$ cat src/rtl/ovi_pkg.sv
// ovi_pkg: shared types and seq_id field widths for the OVI load-data transmitter
// No ports. Defines the FSM state enum, the memory line size and the seq_id
// field widths, and supplies default OVI bus widths when the build does not.
`ifndef OVI_SBID_WIDTH
`define OVI_SBID_WIDTH 5
`endif
`ifndef OVI_VL_WIDTH
`define OVI_VL_WIDTH 11
`endif
`ifndef OVI_MEMDATA_WIDTH
`define OVI_MEMDATA_WIDTH 512
`endif

package ovi_pkg;
    typedef enum logic [1:0] {IDLE, WAIT_LINE, SEND, SYNC} state_t;
    localparam int LINE_BYTES = 64;
    localparam int SBID_W     = `OVI_SBID_WIDTH;
    localparam int ELCNT_W    = 7;
    localparam int ELOFF_W    = 6;
    localparam int ELID_W     = 11;
    localparam int VREG_W     = 5;
endpackage

$ cat src/rtl/ovi_credit_cnt.sv
// ovi_credit_cnt: saturating OVI load-credit counter
// clk, rst : clock, async active-high reset (count returns to CREDITS)
// inc      : credit returned by the receiver
// dec      : credit consumed by an issued beat
// count    : credits currently held
module ovi_credit_cnt
    import ovi_pkg::*;
#(
    parameter int CREDITS = 4,
    parameter int W       = $clog2(CREDITS + 1)
) (
    input  logic         clk,
    input  logic         rst,
    input  logic         inc,
    input  logic         dec,
    output logic [W-1:0] count
);
    logic full;

    assign full = count == W'(CREDITS);

    always_ff @(posedge clk or posedge rst) begin
        if (rst)
            count <= W'(CREDITS);
        else if (inc && !dec && !full)
            count <= count + 1'b1;
        else if (dec && !inc && count != '0)
            count <= count - 1'b1;
    end

    // A return while already full would mean the receiver handed back more than it got.
    assert property (@(posedge clk) disable iff (rst) !(inc && !dec && full));
endmodule

$ cat src/rtl/ovi_load_seq_tx.sv
// ovi_load_seq_tx: memory-side OVI load-data transmitter (unit-stride loads)
// start_*      : load descriptor handshake (start_ready high in IDLE)
// line_*       : 512-bit memory line handshake (line_ready high in WAIT_LINE)
// load_credit  : one-cycle credit return from the VPU
// load_*       : vpu_load_bus beat with seq_id fields, load_valid is a pulse
// sync_end     : memop completion pulse with memop_sb_id
// busy         : operation in progress
// Optional OVI_LOAD_PERF_EN adds perf_beats and perf_credit_stall counters.
module ovi_load_seq_tx
    import ovi_pkg::*;
#(
    parameter int CREDITS    = 4,
    parameter int VLEN_BYTES = 64
) (
    input  logic                          clk,
    input  logic                          rst,
    input  logic                          start_valid,
    output logic                          start_ready,
    input  logic [`OVI_SBID_WIDTH-1:0]    start_sb_id,
    input  logic [`OVI_VL_WIDTH-1:0]      start_vl,
    input  logic [1:0]                    start_sew,
    input  logic [ELOFF_W-1:0]            start_off,
    input  logic [VREG_W-1:0]             start_vd,
    input  logic                          line_valid,
    output logic                          line_ready,
    input  logic [`OVI_MEMDATA_WIDTH-1:0] line_data,
    input  logic                          load_credit,
    output logic                          load_valid,
    output logic [`OVI_MEMDATA_WIDTH-1:0] load_data,
    output logic [`OVI_SBID_WIDTH-1:0]    load_sb_id,
    output logic [ELCNT_W-1:0]            load_el_count,
    output logic [ELOFF_W-1:0]            load_el_off,
    output logic [ELID_W-1:0]             load_el_id,
    output logic [VREG_W-1:0]             load_v_reg,
    output logic [63:0]                   load_mask,
    output logic                          load_mask_valid,
    output logic                          sync_end,
    output logic [`OVI_SBID_WIDTH-1:0]    memop_sb_id,
    output logic [14:0]                   memop_vstart_vlfof,
    output logic                          busy
`ifdef OVI_LOAD_PERF_EN
    ,
    output logic [31:0]                   perf_beats,
    output logic [31:0]                   perf_credit_stall
`endif
);
    localparam int VLW  = `OVI_VL_WIDTH;
    localparam int CW   = $clog2(CREDITS + 1);
    localparam int POSW = ELID_W + 3;

    state_t                          state, state_n;
    logic [`OVI_SBID_WIDTH-1:0]      sb_id, sb_id_n;
    logic [VLW-1:0]                  rem, rem_n;
    logic [1:0]                      sew, sew_n;
    logic [ELOFF_W-1:0]              off, off_n;
    logic [VREG_W-1:0]               vd, vd_n;
    logic [ELID_W-1:0]               el_id, el_id_n;
    logic [`OVI_MEMDATA_WIDTH-1:0]   line, line_n;
    logic [CW-1:0]                   credits;
    logic                            issue;
    logic [POSW-1:0]                 pos;
    logic [6:0]                      room_line, room_vreg, cnt_lv, cnt;
    logic [8:0]                      adv;

    ovi_credit_cnt #(.CREDITS(CREDITS)) u_credit (
        .clk   (clk),
        .rst   (rst),
        .inc   (load_credit),
        .dec   (issue),
        .count (credits)
    );

    // pos is the byte offset of el_id within the destination register group;
    // a beat is cut at whichever comes first: end of line, end of register, end of vl.
    assign pos       = POSW'(el_id) << sew;
    assign room_line = (7'd64 - 7'(off)) >> sew;
    assign room_vreg = 7'(VLEN_BYTES - int'(pos % POSW'(VLEN_BYTES))) >> sew;
    assign cnt_lv    = room_line < room_vreg ? room_line : room_vreg;
    assign cnt       = rem < VLW'(cnt_lv) ? 7'(rem) : cnt_lv;
    assign adv       = 9'(cnt) << sew;
    assign issue     = state == SEND && credits != '0;

    assign start_ready        = state == IDLE;
    assign line_ready         = state == WAIT_LINE;
    assign busy               = state != IDLE;
    assign load_mask          = '0;
    assign load_mask_valid    = 1'b0;
    assign memop_vstart_vlfof = '0;
    // The held line only changes in WAIT_LINE, so it is stable for every beat cut from it.
    assign load_data          = line;

    always_comb begin
        state_n = state;
        sb_id_n = sb_id;
        rem_n   = rem;
        sew_n   = sew;
        off_n   = off;
        vd_n    = vd;
        el_id_n = el_id;
        line_n  = line;
        case (state)
            IDLE: if (start_valid) begin
                sb_id_n = start_sb_id;
                rem_n   = start_vl;
                sew_n   = start_sew;
                off_n   = start_off;
                vd_n    = start_vd;
                el_id_n = '0;
                state_n = start_vl != '0 ? WAIT_LINE : SYNC;
            end
            WAIT_LINE: if (line_valid) begin
                line_n  = line_data;
                state_n = SEND;
            end
            SEND: if (issue) begin
                rem_n   = rem - VLW'(cnt);
                el_id_n = el_id + ELID_W'(cnt);
                off_n   = off + adv[5:0];
                state_n = rem_n == '0 ? SYNC : off_n == '0 ? WAIT_LINE : SEND;
            end
            SYNC: state_n = IDLE;
        endcase
    end

    always_ff @(posedge clk or posedge rst) begin
        if (rst) begin
            state         <= IDLE;
            sb_id         <= '0;
            rem           <= '0;
            sew           <= '0;
            off           <= '0;
            vd            <= '0;
            el_id         <= '0;
            line          <= '0;
            load_valid    <= 1'b0;
            load_sb_id    <= '0;
            load_el_count <= '0;
            load_el_off   <= '0;
            load_el_id    <= '0;
            load_v_reg    <= '0;
            sync_end      <= 1'b0;
            memop_sb_id   <= '0;
        end else begin
            state         <= state_n;
            sb_id         <= sb_id_n;
            rem           <= rem_n;
            sew           <= sew_n;
            off           <= off_n;
            vd            <= vd_n;
            el_id         <= el_id_n;
            line          <= line_n;
            load_valid    <= issue;
            if (issue) begin
                load_sb_id    <= sb_id;
                load_el_count <= cnt;
                load_el_off   <= off;
                load_el_id    <= el_id;
                load_v_reg    <= vd + VREG_W'(pos / POSW'(VLEN_BYTES));
            end
            sync_end      <= state == SYNC;
            if (state == SYNC)
                memop_sb_id <= sb_id;
        end
    end

`ifdef OVI_LOAD_PERF_EN
    always_ff @(posedge clk or posedge rst) begin
        if (rst) begin
            perf_beats        <= '0;
            perf_credit_stall <= '0;
        end else begin
            if (load_valid)
                perf_beats <= perf_beats + 1'b1;
            if (state == SEND && credits == '0)
                perf_credit_stall <= perf_credit_stall + 1'b1;
        end
    end
`endif
endmodule

$ cat config.mk
export PLATFORM = sky130hd
export DESIGN_NAME = ovi_load_seq_tx
export DESIGN_NICKNAME = d
export VERILOG_FILES = /design/src/rtl/ovi_pkg.sv /design/src/rtl/ovi_credit_cnt.sv /design/src/rtl/ovi_load_seq_tx.sv
export SDC_FILE = /design/constraint.sdc
export NUM_CORES = 1
export LEC_CHECK = 0
export CAP_MARGIN = 0
export CORE_AREA = 2 2 461 463
export DETAILED_ROUTE_END_ITERATION = 6
export DIE_AREA = 0 0 463 465
export PLACE_DENSITY = 0.32
export SLEW_MARGIN = 20
export SYNTH_ARGS = -nofsm -noshare
export SYNTH_HDL_FRONTEND = slang
export SYNTH_SLANG_ARGS = --single-unit
export TNS_END_PERCENT = 50
$ cat constraint.sdc
create_clock -name clk -period 18.67 [get_ports clk]
set_input_delay 2.8005 -clock clk [delete_from_list [all_inputs] [get_ports clk]]
set_output_delay 2.8005 -clock clk [all_outputs]
set_load 0.005 [all_outputs]
# == Word level (Yosys, flattened, before mapping) ==
# Index checks and enable logic that the tools add are counted.
# totals
register_bits,598
inputBits,546
out_inout_bits,636
elab_cells,78
# classes
addsub,8
n_lt_le_gt_ge,2
eq_ne,7
shifts,4
mux,20
n_reduce_logical,20
# ops
operator,count
two-way mux 11 bit,4
case mux 11 bit (2 select lines),2
two-way mux 7 bit,2
right shift 7 x 2 -> 7 bit,2
subtractor 7 x 6 -> 7 bit (first input constant),2
two-way mux 2 bit,6
two-way mux 6 bit,2
case mux 6 bit (2 select lines),1
adder 11 x 7 -> 11 bit,1
zero test 11 bit,1
less-than comparator 11 x 7 -> 1 bit,1
nonzero test 11 bit,1
left shift 11 x 2 -> 11 bit,1
subtractor 11 x 7 -> 11 bit,1
case mux 2 bit (4 select lines),1
less-than comparator 7 bit,1
left shift 7 x 2 -> 6 bit,1
adder 6 bit,1
zero test 6 bit,1
two-way mux 3 bit,2
!= test 2 bit (second input constant),3
AND reduction 3 bit,2
nonzero test 2 bit,3
adder 5 bit,1
10 further kinds,18

# == Depth between registers and ports, before layout ==
# logic_depth
depth_word,14
ltp_mapped,43
depth_no_buf,39

# == Modules after synthesis ==
# A second synthesis with hierarchy kept.
# unflattened
hier_cells,1957
hier_area_um2,26042.5
# modules_own_cells
mod,instances,cells_per_inst,area_per_inst_um2,seq_area_each_um2
ovi_load_seq_tx,1,1937,25841.0,14889.3
ovi_credit_cnt,1,20,201.4,76.3

# == Worst setup path before layout ==
# OpenSTA, ideal clock, no wires.
# synth_timing
path_type,reg2reg
from,register sew[0]
to,register state[0]
setup_ps,119
t_arrival_ps,8311
required_time_ps,18551
slack_ps,10240
path_stages_with_launch,40
path_buffers,4
synth_period_minus_slack_ps,8430
path_cell_list,dfrtp_1 > buf_2 > buf_2 > buf_4 > clkbuf_1 > o21ai_0 > nand2_1 > ha_1 > or4b_4 > a2bb2oi_4 > or2_2 > ha_1 > a21o_1 > a21oi_1 > o41ai_1 > a41oi_1 > nor2_1 > a211oi_1 > [4 not listed] > o221a_2 > o21ai_0 > o2111ai_1 > nand2_1 > nand2_2 > o211ai_1 > o21ai_0 > inv_1 > ha_1 > inv_1 > o31a_1 > a2111oi_0 > nor4_1 > o32ai_2 > nor4_1 > a211o_1 > and4b_1 > o21a_1
# synth_between
elab_chain_cells,14
elab_cells_between_ends,17
cone_classes,add/sub (3); order compare (2); shift (4); mux (6); reduce/logical (2)
# synth_rtl
element,line,source
"start, declared",ovi_load_seq_tx.sv:54,"logic [1:0] sew, sew_n;"
"start signal, assigned",ovi_load_seq_tx.sv:147,sew <= sew_n;
left shift 11 x 2 -> 11 bit,ovi_load_seq_tx.sv:75,assign pos = POSW'(el_id) << sew;
subtractor 7 x 6 -> 7 bit,ovi_load_seq_tx.sv:77,assign room_vreg = 7'(VLEN_BYTES - int'(pos % POSW'(VLEN_BYTES))) >> sew;
right shift 7 x 2 -> 7 bit,ovi_load_seq_tx.sv:77,
less-than comparator 7 bit,ovi_load_seq_tx.sv:78,assign cnt_lv = room_line < room_vreg ? room_line : room_vreg;
two-way mux 7 bit (*),ovi_load_seq_tx.sv:78,
less-than comparator 11 x 7 -> 1 bit,ovi_load_seq_tx.sv:79,assign cnt = rem < VLW'(cnt_lv) ? 7'(rem) : cnt_lv;
two-way mux 7 bit (*),ovi_load_seq_tx.sv:79,
named net cnt[0],ovi_load_seq_tx.sv:62,"logic [6:0] room_line, room_vreg, cnt_lv, cnt;"
left shift 7 x 2 -> 6 bit,ovi_load_seq_tx.sv:80,assign adv = 9'(cnt) << sew;
adder 6 bit,ovi_load_seq_tx.sv:118,off_n = off + adv[5:0];
zero test 6 bit,ovi_load_seq_tx.sv:119,state_n = rem_n == '0 ? SYNC : off_n == '0 ? WAIT_LINE : SEND;
two-way mux 2 bit,ovi_load_seq_tx.sv:119,
two-way mux 2 bit (*),ovi_load_seq_tx.sv:119,
two-way mux 2 bit (*),ovi_load_seq_tx.sv:115,SEND: if (issue) begin
case mux 2 bit (4 select lines) (*),ovi_load_seq_tx.sv:101,case (state)
"end signal, assigned",ovi_load_seq_tx.sv:144,state <= state_n;
"end, declared",ovi_load_seq_tx.sv:51,"state_t state, state_n;"
# Mark *: on every way through the listed nets, which the timed path passes. The rest lies on a longest branch. The select of a mux whose other input is x is not followed.
# A chain may end at the register's enable or synchronous reset.

# == Worst setup path in the final report ==
# layout_timing
from,register sew[1]
to,register state[1]
# Same word-level chain as after synthesis.

==> impl_metrics.tcl <==
set metrics [dict create \
    status "finished clean" \
    wl_met1_um 54030 \
    cts.clk_slew.worst_paths_ns 0.05 \
    ys_types 88 \
    setup-violations-final 0 \
    grt_max_degree 144 \
    fin_crit_ns 10.28 \
    seq_area_um2 14970 \
    die_x_um 463 \
    synth_edf_count 0 \
    numCtsBuffers 88 \
    wl_met2_um 79030 \
    netlist_area_um2 25840 \
    final.fill_count 22820 \
    slowest_stage "a211oi_1" \
    path_class "reg2reg" \
    core_um2 210800 \
    required_ns 19.30 \
    maxCapViolCount 0 \
    maxSlewHeadroom_pct 34.89 \
    timing.hold.ws_ns 0.4741 \
    cp-start-kind "flop" \
    area_growth_pct 65.57 \
    cp-end-kind "flop" \
    ctsHoldBuffers 0 \
    skew_ns 0.04696 \
    die_area_um2 215300 \
    cts_root_buffer "clkbuf_16" \
    cts-htree-levels 3 \
    ant_nets 0 \
    synth_seq_cells 598 \
    wl_per_cell_um 25.93 \
    multi_input_area_um2 10020 \
    hp-class "reg2reg" \
    drt_iter0_drc 775 \
    synthTopCellsByArea "dfrtp_1 (58%), mux2_2 (23%), buf_4 (2.4%)" \
    p_seq_share_pct 27.5 \
    ir_worst_vdd_uv 97.07 \
    p_int_uw 5265 \
    synthCells 1928 \
    cts_buffer_depth 3 \
    path_max_fanout 44 \
    grt_pass1_wl_um 204600 \
    clkPwrFrac_pct 19.4 \
    p_leak_uw 0.01697 \
    crit_top_cell "ha_1" \
    cts_resized 0 \
    postCtsSetupRepairBufs 0 \
    tns_ns 0 \
    drc_errors 0 \
    synthArstFlopShare_pct 100.0 \
    antenna_found_initial 129 \
    p_comb_share_pct 53.0 \
    clk_latency_ns 0.73 \
    rsz0062_at_grt "no" \
    ys.flop_type "dfrtp_1" \
    synth_top_area_cell "dfrtp_1" \
    gr-total-overflow 0 \
    drv_slew 0 \
    routed_wl_um 154200 \
    synth_warnings 0 \
    rrSetupSlack_ns 8.39 \
    highest_layer "met5" \
    initial_core_util_pct 12.26 \
    num_io_pins 1182 \
    slowest_delay_ns 0.74 \
    crit_arrival_ns 10.91 \
    yosysTopAreaCellShare_pct 57.81 \
    hpwl_um 126200 \
    cts_num_sinks 598 \
    synth_area_per_cell_um2 13.40 \
    drive_gt1_share_pct 23.15 \
    viasPerCell 3.412 \
    ys_seq_area_share_pct 57.91 \
    nNetsFinal 3614 \
    hold_viol_final 0 \
    switching_power_uw 3335 \
    via_count 20300 \
    timing.final.crit_share_pct 55.05 \
    grt_usage_pct 14.00 \
    largest_register_ffs 512 \
    fmax_mhz 97.29 \
    drtPass1Iterations 5 \
    swShare_pct 38.78 \
    gp_congestion 0.7798 \
    cts_tree "yes" \
    die_y_um 465 \
    portBuffers 1101 \
    wl_met3_um 17440 \
    first_global_vias 21050 \
    row_count 169 \
    tightestPinTransition_ns 0.9766 \
    power.density_nw_per_um2 201.0 \
]
routing by layer:
metal / GRT usage [%] / vias to the layer above
met3: 7.613 / 299
met1: 14.25 / 10070
li1: - / 8959
met4: 3.451 / 132
met5: 0 / -
met2: 24.85 / 837
power by group through the flow:
stage                     Clock [µW]  Combinational, µW  Sequential, µW
after detailed placement           0               4710            2400
after global routing            1800               4960            2470
final                           1670               4560            2370
after floorplan                    0               2160            2350
after CTS                       1750               4720            2380
after global placement             0               4730            2380
cells in the mapped netlist, drive strengths merged, types with 4 or more instances:
| library cell | count |
|---|---|
| a2111oi | 7 |
| a211o | 8 |
| a211oi | 9 |
| a21o | 11 |
| a21oi | 34 |
| a2bb2oi | 5 |
| a31oi | 8 |
| and2 | 8 |
| and3 | 5 |
| buf | 93 |
| clkbuf | 90 |
| dfrtp | 597 |
| ha | 28 |
| inv | 37 |
| maj3 | 6 |
| mux2 | 519 |
| mux2i | 17 |
| mux4 | 6 |
| nand2 | 159 |
| nand2b | 10 |
| nand3 | 16 |
| nor2 | 37 |
| nor2b | 8 |
| nor3 | 13 |
| nor4 | 7 |
| o211ai | 6 |
| o21a | 5 |
| o21ai | 64 |
| o221ai | 4 |
| o31a | 4 |
| o31ai | 5 |
| or2 | 5 |
| or3 | 7 |
| xnor2 | 21 |
| xor2 | 7 |
cells in the final DEF (no fill, tap or decap), types with 5 or more instances in the layout:
cell type           n
clkdlybuf4s50_1  1101
dfrtp_1           597
mux2_2            519
nand2_1           158
clkbuf_16          89
conb_1             80
o21ai_0            63
inv_1              36
nor2_1             35
a21oi_1            34
ha_1               28
diode_2            25
xnor2_1            20
clkbuf_8           19
buf_4              19
clkinv_2           18
clkbuf_1           18
nand3_1            16
mux2i_1            15
nor3_1             13
a21o_1             11
nand2b_1            9
a211oi_1            9
a31oi_1             8
a211o_1             8
nor2b_1             7
or3_1               7
xor2_1              7
a2111oi_0           7
mux4_2              6
and2_1              6
o211ai_1            6
nor4_1              6
and3_1              5
o21a_1              5
worst max-delay path: cells and delay by family (launching register included):
kind | cells | cell delay [ns]
AO/OA/AOI/OAI | 17 | 4.58
adder cells (fa/ha/maj) | 5 | 1.53
buffers and inverters | 5 | 1.72
AND/OR/NAND/NOR | 7 | 1.89
multiplexers | 1 | 0.13
flip-flops | 1 | 0.32
per-stage QoR:
step / util (%) / total power, µW / cells / instance area [µm²] / setup slack, ns
after floorplan: - / 4510 / 2007 / 26140 / 7.715
after global placement: 18.92 / 7109 / 5768 / 39880 / 8.518
after detailed placement: 18.92 / 7103 / 5768 / 39890 / 8.292
after CTS: 20.27 / 8862 / 5923 / 42720 / 8.295
after global routing: 20.27 / 9233 / 5929 / 42740 / 7.576
final: 20.30 / 8600 / 5948 / 42790 / 8.392
worst paths after layout:
| check | from | end | depth (start not counted) |
|---|---|---|---|
| min reg2reg | load_el_id[0]$_DFFE_PP0P_ | load_el_id[0]$_DFFE_PP0P_ | 2 |
| min | load_el_id[0]$_DFFE_PP0P_ | load_el_id[0]$_DFFE_PP0P_ | 2 |
| max in group asynchronous | rst | load_data[31]$_DFFE_PP0P_ | 6 |
| max | sew[1]$_DFFE_PP0P_ | state[1]$_DFFE_PP0P_ | 35 |
| min in group asynchronous | rst | load_data[96]$_DFFE_PP0P_ | 3 |
| max reg2reg | sew[1]$_DFFE_PP0P_ | state[1]$_DFFE_PP0P_ | 35 |
logic make-up after synthesis:
group                    count (synthesis)  synth area share (%)
AO/OA/AOI/OAI                          212                 5.762
XOR/XNOR                                28                0.9781
adder cells (fa/ha/maj)                 37                 1.830
buffers and inverters                  222                 4.513
flip-flops                             598                 57.91
multiplexers                           542                 23.83
other                                    1               0.01451
AND/OR/NAND/NOR                        288                 5.162
layout make-up:
cell class / instances / area share (%)
inverter: 39 / 0.3509
multi-input combinational: 1187 / 23.42
clock buffer: 126 / 5.974
sequential: 598 / 34.98
clock inverter: 29 / 0.6492
tap: 2821 / 8.250
antenna: 25 / 0.1462
timing repair buffer: 1123 / 26.23
Note: power is estimated with default switching activity, not from simulation.
